## src/rtl/ex_muldiv_unit.sv

```systemverilog
// Iterative MULT/MULTU/DIV/DIVU unit for the EX stage, producing the HI/LO pair.
// Shift-add multiply and restoring divide, one bit per stepped cycle, sign-fixed afterwards.
module ex_muldiv_unit #(
  parameter int BITS_SIZE = 32
) (
  input  logic                 i_clk,
  input  logic                 i_reset,
  input  logic                 i_step,
  input  logic                 i_flush,
  input  logic                 i_start,
  input  logic [1:0]           i_op,
  input  logic [BITS_SIZE-1:0] i_operand_a,
  input  logic [BITS_SIZE-1:0] i_operand_b,
  input  logic                 i_mthi,
  input  logic                 i_mtlo,
  output logic                 o_busy,
  output logic                 o_done,
  output logic [BITS_SIZE-1:0] o_hi,
  output logic [BITS_SIZE-1:0] o_lo
);

  localparam logic [2:0] ST_IDLE = 3'd0;
  localparam logic [2:0] ST_MUL  = 3'd1;
  localparam logic [2:0] ST_DIV  = 3'd2;
  localparam logic [2:0] ST_FIX  = 3'd3;
  localparam logic [2:0] ST_DONE = 3'd4;

  localparam logic [5:0] LAST_ITER = 6'(BITS_SIZE - 1);

  logic [2:0]             r_state;
  logic [5:0]             r_count;
  logic                   r_isDiv;
  logic                   r_divZero;
  logic                   r_negRes;
  logic                   r_negRem;
  logic [BITS_SIZE-1:0]   r_opnd;
  logic [2*BITS_SIZE-1:0] r_acc;
  logic [BITS_SIZE-1:0]   r_rem;
  logic [BITS_SIZE-1:0]   r_quo;
  logic [BITS_SIZE-1:0]   r_hi;
  logic [BITS_SIZE-1:0]   r_lo;
  logic                   r_busy;
  logic                   r_done;

  logic                 w_signedOp;
  logic                 w_aNeg;
  logic                 w_bNeg;
  logic [BITS_SIZE-1:0] w_aMag;
  logic [BITS_SIZE-1:0] w_bMag;
  logic [BITS_SIZE:0]   w_mulSum;
  logic [BITS_SIZE:0]   w_divShift;
  logic [BITS_SIZE:0]   w_divDiff;
  logic                 w_divFits;
  logic                 w_lastIter;

  assign w_signedOp = ~i_op[0];
  assign w_aNeg     = w_signedOp & i_operand_a[BITS_SIZE-1];
  assign w_bNeg     = w_signedOp & i_operand_b[BITS_SIZE-1];
  assign w_aMag     = w_aNeg ? -i_operand_a : i_operand_a;
  assign w_bMag     = w_bNeg ? -i_operand_b : i_operand_b;

  // Multiplier sits in the low half of the accumulator and is consumed LSB first.
  assign w_mulSum   = {1'b0, r_acc[2*BITS_SIZE-1:BITS_SIZE]}
                    + {1'b0, (r_acc[0] ? r_opnd : {BITS_SIZE{1'b0}})};

  // The partial remainder is always below 2*divisor, so the difference MSB is the borrow.
  assign w_divShift = {r_rem, r_quo[BITS_SIZE-1]};
  assign w_divDiff  = w_divShift - {1'b0, r_opnd};
  assign w_divFits  = ~w_divDiff[BITS_SIZE];
  assign w_lastIter = (r_count == LAST_ITER);

  always_ff @(posedge i_clk or negedge i_reset) begin
    if (!i_reset) begin
      r_state   <= ST_IDLE;
      r_count   <= '0;
      r_isDiv   <= 1'b0;
      r_divZero <= 1'b0;
      r_negRes  <= 1'b0;
      r_negRem  <= 1'b0;
      r_opnd    <= '0;
      r_acc     <= '0;
      r_rem     <= '0;
      r_quo     <= '0;
      r_hi      <= '0;
      r_lo      <= '0;
      r_busy    <= 1'b0;
      r_done    <= 1'b0;
    end else if (i_flush) begin
      r_state <= ST_IDLE;
      r_count <= '0;
      r_busy  <= 1'b0;
      r_done  <= 1'b0;
    end else if (i_step) begin
      r_done <= 1'b0;
      case (r_state)
        ST_IDLE: begin
          if (i_start) begin
            r_isDiv   <= i_op[1];
            r_negRes  <= w_aNeg ^ w_bNeg;
            r_negRem  <= w_aNeg;
            r_divZero <= i_op[1] && (i_operand_b == '0);
            r_count   <= '0;
            r_busy    <= 1'b1;
            if (!i_op[1]) begin
              r_opnd  <= w_aMag;
              r_acc   <= {{BITS_SIZE{1'b0}}, w_bMag};
              r_state <= ST_MUL;
            end else if (i_operand_b == '0) begin
              r_rem   <= i_operand_a;
              r_quo   <= '1;
              r_state <= ST_FIX;
            end else begin
              r_opnd  <= w_bMag;
              r_quo   <= w_aMag;
              r_rem   <= '0;
              r_state <= ST_DIV;
            end
          end else begin
            if (i_mthi) r_hi <= i_operand_a;
            if (i_mtlo) r_lo <= i_operand_a;
          end
        end
        ST_MUL: begin
          r_acc   <= {w_mulSum, r_acc[BITS_SIZE-1:1]};
          r_count <= r_count + 6'd1;
          if (w_lastIter) r_state <= ST_FIX;
        end
        ST_DIV: begin
          r_rem   <= w_divFits ? w_divDiff[BITS_SIZE-1:0] : w_divShift[BITS_SIZE-1:0];
          r_quo   <= {r_quo[BITS_SIZE-2:0], w_divFits};
          r_count <= r_count + 6'd1;
          if (w_lastIter) r_state <= ST_FIX;
        end
        ST_FIX: begin
          // Unsigned ops never set the sign flags; divide-by-zero keeps its raw result.
          if (r_isDiv) begin
            if (!r_divZero) begin
              if (r_negRes) r_quo <= -r_quo;
              if (r_negRem) r_rem <= -r_rem;
            end
          end else if (r_negRes) begin
            r_acc <= -r_acc;
          end
          r_state <= ST_DONE;
        end
        ST_DONE: begin
          if (r_isDiv) begin
            r_hi <= r_rem;
            r_lo <= r_quo;
          end else begin
            r_hi <= r_acc[2*BITS_SIZE-1:BITS_SIZE];
            r_lo <= r_acc[BITS_SIZE-1:0];
          end
          r_done  <= 1'b1;
          r_busy  <= 1'b0;
          r_state <= ST_IDLE;
        end
        default: begin
          r_state <= ST_IDLE;
          r_busy  <= 1'b0;
        end
      endcase
    end
  end

  assign o_busy = r_busy;
  assign o_done = r_done;
  assign o_hi   = r_hi;
  assign o_lo   = r_lo;

endmodule

```

## config.mk

```make
export PLATFORM = sky130hd
export DESIGN_NAME = ex_muldiv_unit
export DESIGN_NICKNAME = d
export VERILOG_FILES = /design/src/rtl/ex_muldiv_unit.sv
export SDC_FILE = /design/constraint.sdc
export NUM_CORES = 1
export LEC_CHECK = 0
export ABC_CLOCK_PERIOD_IN_PS = 4600
export CORE_UTILIZATION = 61
export CTS_CLUSTER_SIZE = 8
export DETAILED_ROUTE_END_ITERATION = 8
export GPL_TIMING_DRIVEN = 0
export HOLD_SLACK_MARGIN = 0.02
export PLACE_DENSITY = 0.84
export REMOVE_ABC_BUFFERS = 1
export SYNTH_ARGS = -nofsm -noshare
export SYNTH_HDL_FRONTEND = slang
export SYNTH_SLANG_ARGS = --single-unit
```

## constraint.sdc

```tcl
create_clock -name i_clk -period 4.6 [get_ports i_clk]
set_clock_uncertainty 0.15 [all_clocks]
set_input_delay 0.69 -clock i_clk [delete_from_list [all_inputs] [get_ports i_clk]]
set_output_delay 0.69 -clock i_clk [all_outputs]
set_load 0.01 [all_outputs]
```

==> run summary, run 1 <==
Status: complete, but fails checks
Violated checks: setup timing
Cell Pwr Density: 746 mW/mm²
Post-synthesis simple-gate area fraction: 21.2%
Drt initial violations: 3,195
Flop-to-flop setup slack: -0.01 ns
Global route total overflow: 0
Post-place instance area: 0.0218 mm²
Core Area: 0.0319 mm²
CTS sink cnt: 239
Clock latency on the worst-skew pair: 0.54 ns
Synth Flop Type: dfrtp_1
CP peak stage delay: 0.58 ns
Post-Syn Instances: 2,566
CP Class: primary input to flip-flop
RSZ-0062 raised after global routing: true
Synth warnings: 0
Hold Path Class: flip-flop to flip-flop
Synth Area in Compound Gates: 28.2%
Hold endpoint: r_opnd[24]
Buffer depth of the longest clock path: 3
Crit path max fanout: 16
Endpoints failing setup: 3
Syn avg cell area: 7.80 µm²
Worst-margin pin slew: 1.13 ns
CTS tree: built
CTS Buf Count: 36
DRT Pass-1 Iters: 6
DRC errors left: 0
Antenna viol nets, final: 0
Largest net degree at the start of global routing: 116
Worst reg2reg path startpoint: r_state[0]
Sequential share of the synthesized area: 29.9%
Cell accounting for the most synthesized area: dfrtp_1
Flops & latches, synth: 239
Row cnt: 65
Max VDD drop: 0.397 mV
Setup_tns: -0.0577 ns
Period utilization: 101%
Pleak: 10.0 nW
Post-synthesis xor/xnor area fraction: 5.95%
I/O Buffers: 138
CP Capture Type: flip-flop
Vias in the first global route: 20,300
Worst rel slew slack: 24.1%
Count of final max-slew check failures: 0
Share of layout cells above drive strength 1: 5.35%
Top area cells in the synthesized netlist: dfrtp_1 (30%), o21ai_0 (6.4%), nor2_1 (5.4%)
Main combinational cell family by area after synthesis: compound AO/OA/AOI/OAI gates
Most frequent cells in the layout: nor2_1 (277), o21ai_0 (256), nand2_1 (240)
Post-synth top area share: 29.9%
Area growth from synthesis to layout: 14.7%
Cell Chain, Critical Path: clkdlybuf4s50_1 -> inv_1 -> ha_1 -> nor4b_2 -> nand4_1 -> nand3b_1 -> or2_2 -> nor2_4 -> a22o_1 -> nor3_1 -> a21oi_1 -> o221a_1
Die W: 183 µm
CP Launch Type: primary input
I/O pin count: 139
H-tree Lvls: 2
Hpwl dp: 54.8 mm
Final hold vios: 0
Crit path DAT: 4.93 ns
First-pass GRT wire length: 117 mm
Initial Util: 62.7%
Tot GR Track Use: 45.3%
Fin nets: 2,751
Final GP Congestion: 0.991
Asr flop ratio synth: 100%
EDFF count, synth: 0
Max Clk Rate: 216 MHz
Initial antenna violation count: 1
Mux share of post-synthesis cell area: 5.50%
Commonest non-fill, non-tap cell in the layout: nor2_1
Synth Area in Adders: 4.58%
Final Cell Area: 0.0229 mm²
Slowest library cell on the worst path: nor2_4
Post-Route WL: 77.4 mm
Synth unique cells: 87
Drt via density: 7.20
Maxcap violations: 0
Critical R2R Capture: r_acc[55]
Min Clock Period, post-route: 4.64 ns
Worst hold path depth: 2
CTS root buf: clkbuf_16
Wirelength per Cell: 25.4 µm
Reg clk slew, reported paths: 0.05 ns
Die Area: 0.0335 mm²
Die H: 183 µm
HP Start: r_opnd[24]
Via count: 22,000
Worst Path Required: 4.90 ns
Tot Pwr: 17.1 mW
Cell Area, Synth: 0.0200 mm²
Cells on worst reg2reg path: 8
Final worst setup slack: -0.0359 ns
==> critical path: cells and delay by family <==
family / cells / cell delay (ns)
AOI/OAI and AO/OA: 3 / 0.64
buffers and inverters: 2 / 0.62
and+or+nand+nor: 6 / 2.73
adders and majority gates: 1 / 0.23
==> final cells by class <==
| type | count | area (µm²) |
|---|---|---|
| sequential | 239 | 5990 |
| timing repair inverter | 1 | 7.51 |
| antenna | 1 | 2.50 |
| timing repair buffer | 164 | 1850 |
| tap | 435 | 544 |
| clock inverter | 2 | 23.8 |
| clock buffer | 45 | 977 |
| fill | 2595 | 8940 |
| multi-input combinational | 2090 | 13300 |
| inverter | 74 | 282 |
==> how the worst max path moves through the flow <==
stage	startpoint	endpoint	slack, ns	cells after the start
2_1_floorplan	r_state[1]	r_acc[55]	-3.47	7
3_3_place_gp	r_state[1]	r_acc[55]	-10.05	7
3_5_place_dp	i_operand_b[0]	r_rem[31]	-0.74	12
4_1_cts	r_acc[0]	r_acc[38]	0.04	10
5_1_grt	r_quo[31]	r_rem[6]	-0.03	12
6_report	i_operand_b[0]	r_rem[31]	-0.04	12
==> layer usage <==
layer | GRT usage [%] | vias up | part of all wire (%)
li1 | - | 9500 | -
met1 | 59.0 | 10300 | 38
met2 | 66.1 | 1735 | 41
met3 | 10.2 | 422 | 12
met4 | 33.4 | 0 | 8.7
met5 | 0 | - | 0
==> timing repair <==
action | 4_1_cts | 5_1_grt
setup buffers | 0 | 2
pin swaps | 2 | 0
cloned | 3 | 1
hold endpoints to repair | 45 | 0
setup endpoints to repair | 34 | 37
hold buffers | 1 | 0
resized for setup | 4 | 10
==> cells by family (layout without fill, tap and decap cells) <==
logic type               after synthesis  in the layout
AO/OA/AOI/OAI                        884            885
multiplexers                         109            109
adder cells (fa/ha/maj)               72             72
XOR/XNOR                             136            136
AND/OR/NAND/NOR                      886            888
flip-flops                           239            239
other                                  0              1
buffers and inverters                240            286
==> synth_stat cells, types with 61 or more instances <==
cell and n:
xor2_1 61, nor2_1 286, nor3_1 85, a211oi_1 72, a21o_1 101, xnor2_1 75, mux2i_1 101, clkbuf_1 140
nand2_1 243, o21ai_0 256, a21oi_1 181, ha_1 70, dfrtp_1 239, inv_1 73
==> power breakdown <==
group,internal (mW),switching (mW),total (mW),leakage [nW]
clock network,1.47,1.04,2.51,0.484
logic,4.03,6.05,10.1,6.49
registers,3.02,1.51,4.54,3.03
total,8.52,8.60,17.1,10.0
==> state kept, by name (all words and copies together), names as in the netlist <==
register and count:
r_rem 32, r_count 6, r_state 3, o_done 1, r_quo 32, r_acc 64, r_opnd 32, r_isDiv 1
r_divZero 1, r_negRes 1, o_busy 1, r_negRem 1, o_lo 32, o_hi 32
==> metrics by stage <==
step                      setup WS, ns  hold WS [ns]  util [%]  instances
after floorplan                  -3.47         0.244         -       2400
after global placement          -10.05         0.305      66.8       2973
after detailed placement        -0.738         0.307      68.4       2995
after CTS                       0.0436         0.318      71.7       3046
after global routing           -0.0261         0.332      72.0       3051
final                          -0.0359         0.316      72.0       3051
Power figures use the tool's default switching activity.
==> run 2: changes to the inputs <==
--- a/config.mk
+++ b/config.mk
@@ -6,13 +6,15 @@
 export NUM_CORES = 1
 export LEC_CHECK = 0
 export ABC_CLOCK_PERIOD_IN_PS = 4600
-export CORE_UTILIZATION = 61
+export CORE_UTILIZATION = 39
+export CTS_CLUSTER_DIAMETER = 40
 export CTS_CLUSTER_SIZE = 8
 export DETAILED_ROUTE_END_ITERATION = 8
 export GPL_TIMING_DRIVEN = 0
 export HOLD_SLACK_MARGIN = 0.02
-export PLACE_DENSITY = 0.84
+export PLACE_DENSITY = 0.59
 export REMOVE_ABC_BUFFERS = 1
+export SLEW_MARGIN = 20
 export SYNTH_ARGS = -nofsm -noshare
 export SYNTH_HDL_FRONTEND = slang
 export SYNTH_SLANG_ARGS = --single-unit
==> run 2 against run 1 <==
The flow now finishes without violations. First-iteration DRC count decreased by 35%. Sequential share of layout area down 1.5 points. Power rose by 9.1%. Setup slack better by 0.19 ns.
==> run summary, run 2 (synthesis gave the netlist of run 1 again) <==
Status: finished, final reports clean
CP peak stage delay: 0.72 ns
RSZ-0062 raised after global routing: false
Max VDD drop: 0.484 mV
Fin nets: 2,775
Max Clk Rate: 225 MHz
Share of layout cells above drive strength 1: 7.51%
Slowest library cell on the worst path: dfrtp_2
Min Clock Period, post-route: 4.45 ns
Worst reg2reg path startpoint: r_state[0]
Largest net degree at the start of global routing: 69
DRC errors left: 0
Vias in the first global route: 19,700
Final hold vios: 0
Crit path launch: r_state[0]
CTS sink cnt: 239
I/O pin count: 139
Via count: 20,900
H-tree Lvls: 2
Commonest non-fill, non-tap cell in the layout: nor2_1
Clock latency on the worst-skew pair: 0.61 ns
I/O Buffers: 138
Cell Pwr Density: 767 mW/mm²
Largest register FFs: 64
CTS Buf Count: 55
Setup bufs post-CTS: 0
Antenna viol nets, final: 0
DRT Pass-1 Iters: 6
Area growth from synthesis to layout: 21.7%
Crit path max fanout: 27
Pleak: 10.6 nW
Wirelength per Cell: 23.7 µm
Global route total overflow: 0
Period utilization: 96.7%
CTS root buf: clkbuf_16
Final GP Congestion: 0.941
Post-place instance area: 0.0224 mm²
Die W: 228 µm
Tot Pwr: 18.7 mW
Count of final max-slew check failures: 0
Setup_tns: 0 ns
Final Cell Area: 0.0244 mm²
Drt initial violations: 2,082
CP Capture Type: flip-flop
First-pass GRT wire length: 120 mm
Cell Chain, Critical Path: buf_16 -> inv_1 -> o22ai_1 -> o2111ai_4 -> buf_16 -> nor2_1 -> nand2_2 -> o41a_1 -> o211ai_1
Worst rel slew slack: 23.6%
Buffer depth of the longest clock path: 3
Endpoints failing setup: 0
Most frequent cells in the layout: nor2_1 (278), o21ai_0 (256), nand2_1 (240)
Crit path DAT: 4.80 ns
Core Area: 0.0504 mm²
Die Area: 0.0522 mm²
HP Start: o_hi[26]
Maxcap violations: 0
Drt via density: 6.24
Worst-margin pin slew: 1.15 ns
Die H: 228 µm
Hold Path Class: flip-flop to flip-flop
Initial Util: 39.7%
Reg clk slew, reported paths: 0.05 ns
Initial antenna violation count: 2
Row cnt: 82
CP Class: flip-flop to flip-flop
Hpwl dp: 59.7 mm
Post-Route WL: 79.4 mm
Biggest register: r_acc
CP Launch Type: flip-flop
Tot GR Track Use: 29.8%
CP most frequent cell: buf_16
CTS tree: built
Worst Path Required: 4.96 ns
==> run 2: worst paths after layout <==
check / end / slack (ns) / cells after the start
worst min-delay path: o_hi[26] / 0.32 / 1
worst max-delay path: r_acc[55] / 0.15 / 9
worst max register to register: r_acc[55] / 0.15 / 9
worst min register to register: o_hi[26] / 0.32 / 1
max in group asynchronous: r_state[1] / 2.73 / 4
min in group asynchronous: o_hi[25] / 0.43 / 2
==> run 2: through the flow <==
step | instances | setup slack [ns] | hold WS, ns | utilization, %
CTS | 3348 | 0.0263 | 0.320 | 48.3
finish | 3349 | 0.152 | 0.319 | 48.3
detailed placement | 3244 | -0.860 | 0.311 | 44.4
global route | 3348 | 0.0152 | 0.330 | 48.3
global placement | 3210 | -10.44 | 0.306 | 42.8
floorplan | 2400 | -3.47 | 0.244 | -
==> run 2: where the power goes <==
group | switching (mW) | total (mW) | leakage, nW | internal [mW]
logic | 5.96 | 10.1 | 6.60 | 4.12
registers | 1.44 | 4.47 | 3.03 | 3.03
clock network | 1.37 | 4.14 | 0.947 | 2.77
total | 8.77 | 18.7 | 10.6 | 9.92
==> run 2: per-layer routing <==
metal / routed length [µm] / part of all wire, % / vias up / GRT usage (%)
met5: 24 / 0.030 / - / 0
met3: 6040 / 7.6 / 197 / 4.58
met4: 3800 / 4.8 / 4 / 14.2
met2: 35200 / 44 / 977 / 45.8
li1: - / - / 9587 / -
met1: 34300 / 43 / 10100 / 40.8
==> run 2: what timing repair did <==
item | CTS | global route
endpoints found under the hold margin | 44 | 0
gates resized for setup | 2 | 5
setup endpoints to repair | 18 | 22
hold buffers | 1 | 0
pin swaps | 0 | 0
==> run 2: area by class of cell <==
type                       count  area [µm²]
tap                          672         841
clock inverter                27         343
clock buffer                  76        1610
fill                        4864       26000
timing repair buffer         173        2050
inverter                      74         278
multi-input combinational   2087       13200
antenna                        1        2.50
sequential                   239        5990
==> run 2: worst max-delay path, delay by kind of cell (launching register included) <==
kind | cells | cell delay [ns]
buf+inv | 3 | 0.88
simple gates | 2 | 1.15
flops | 1 | 0.72
compound gates | 4 | 1.39
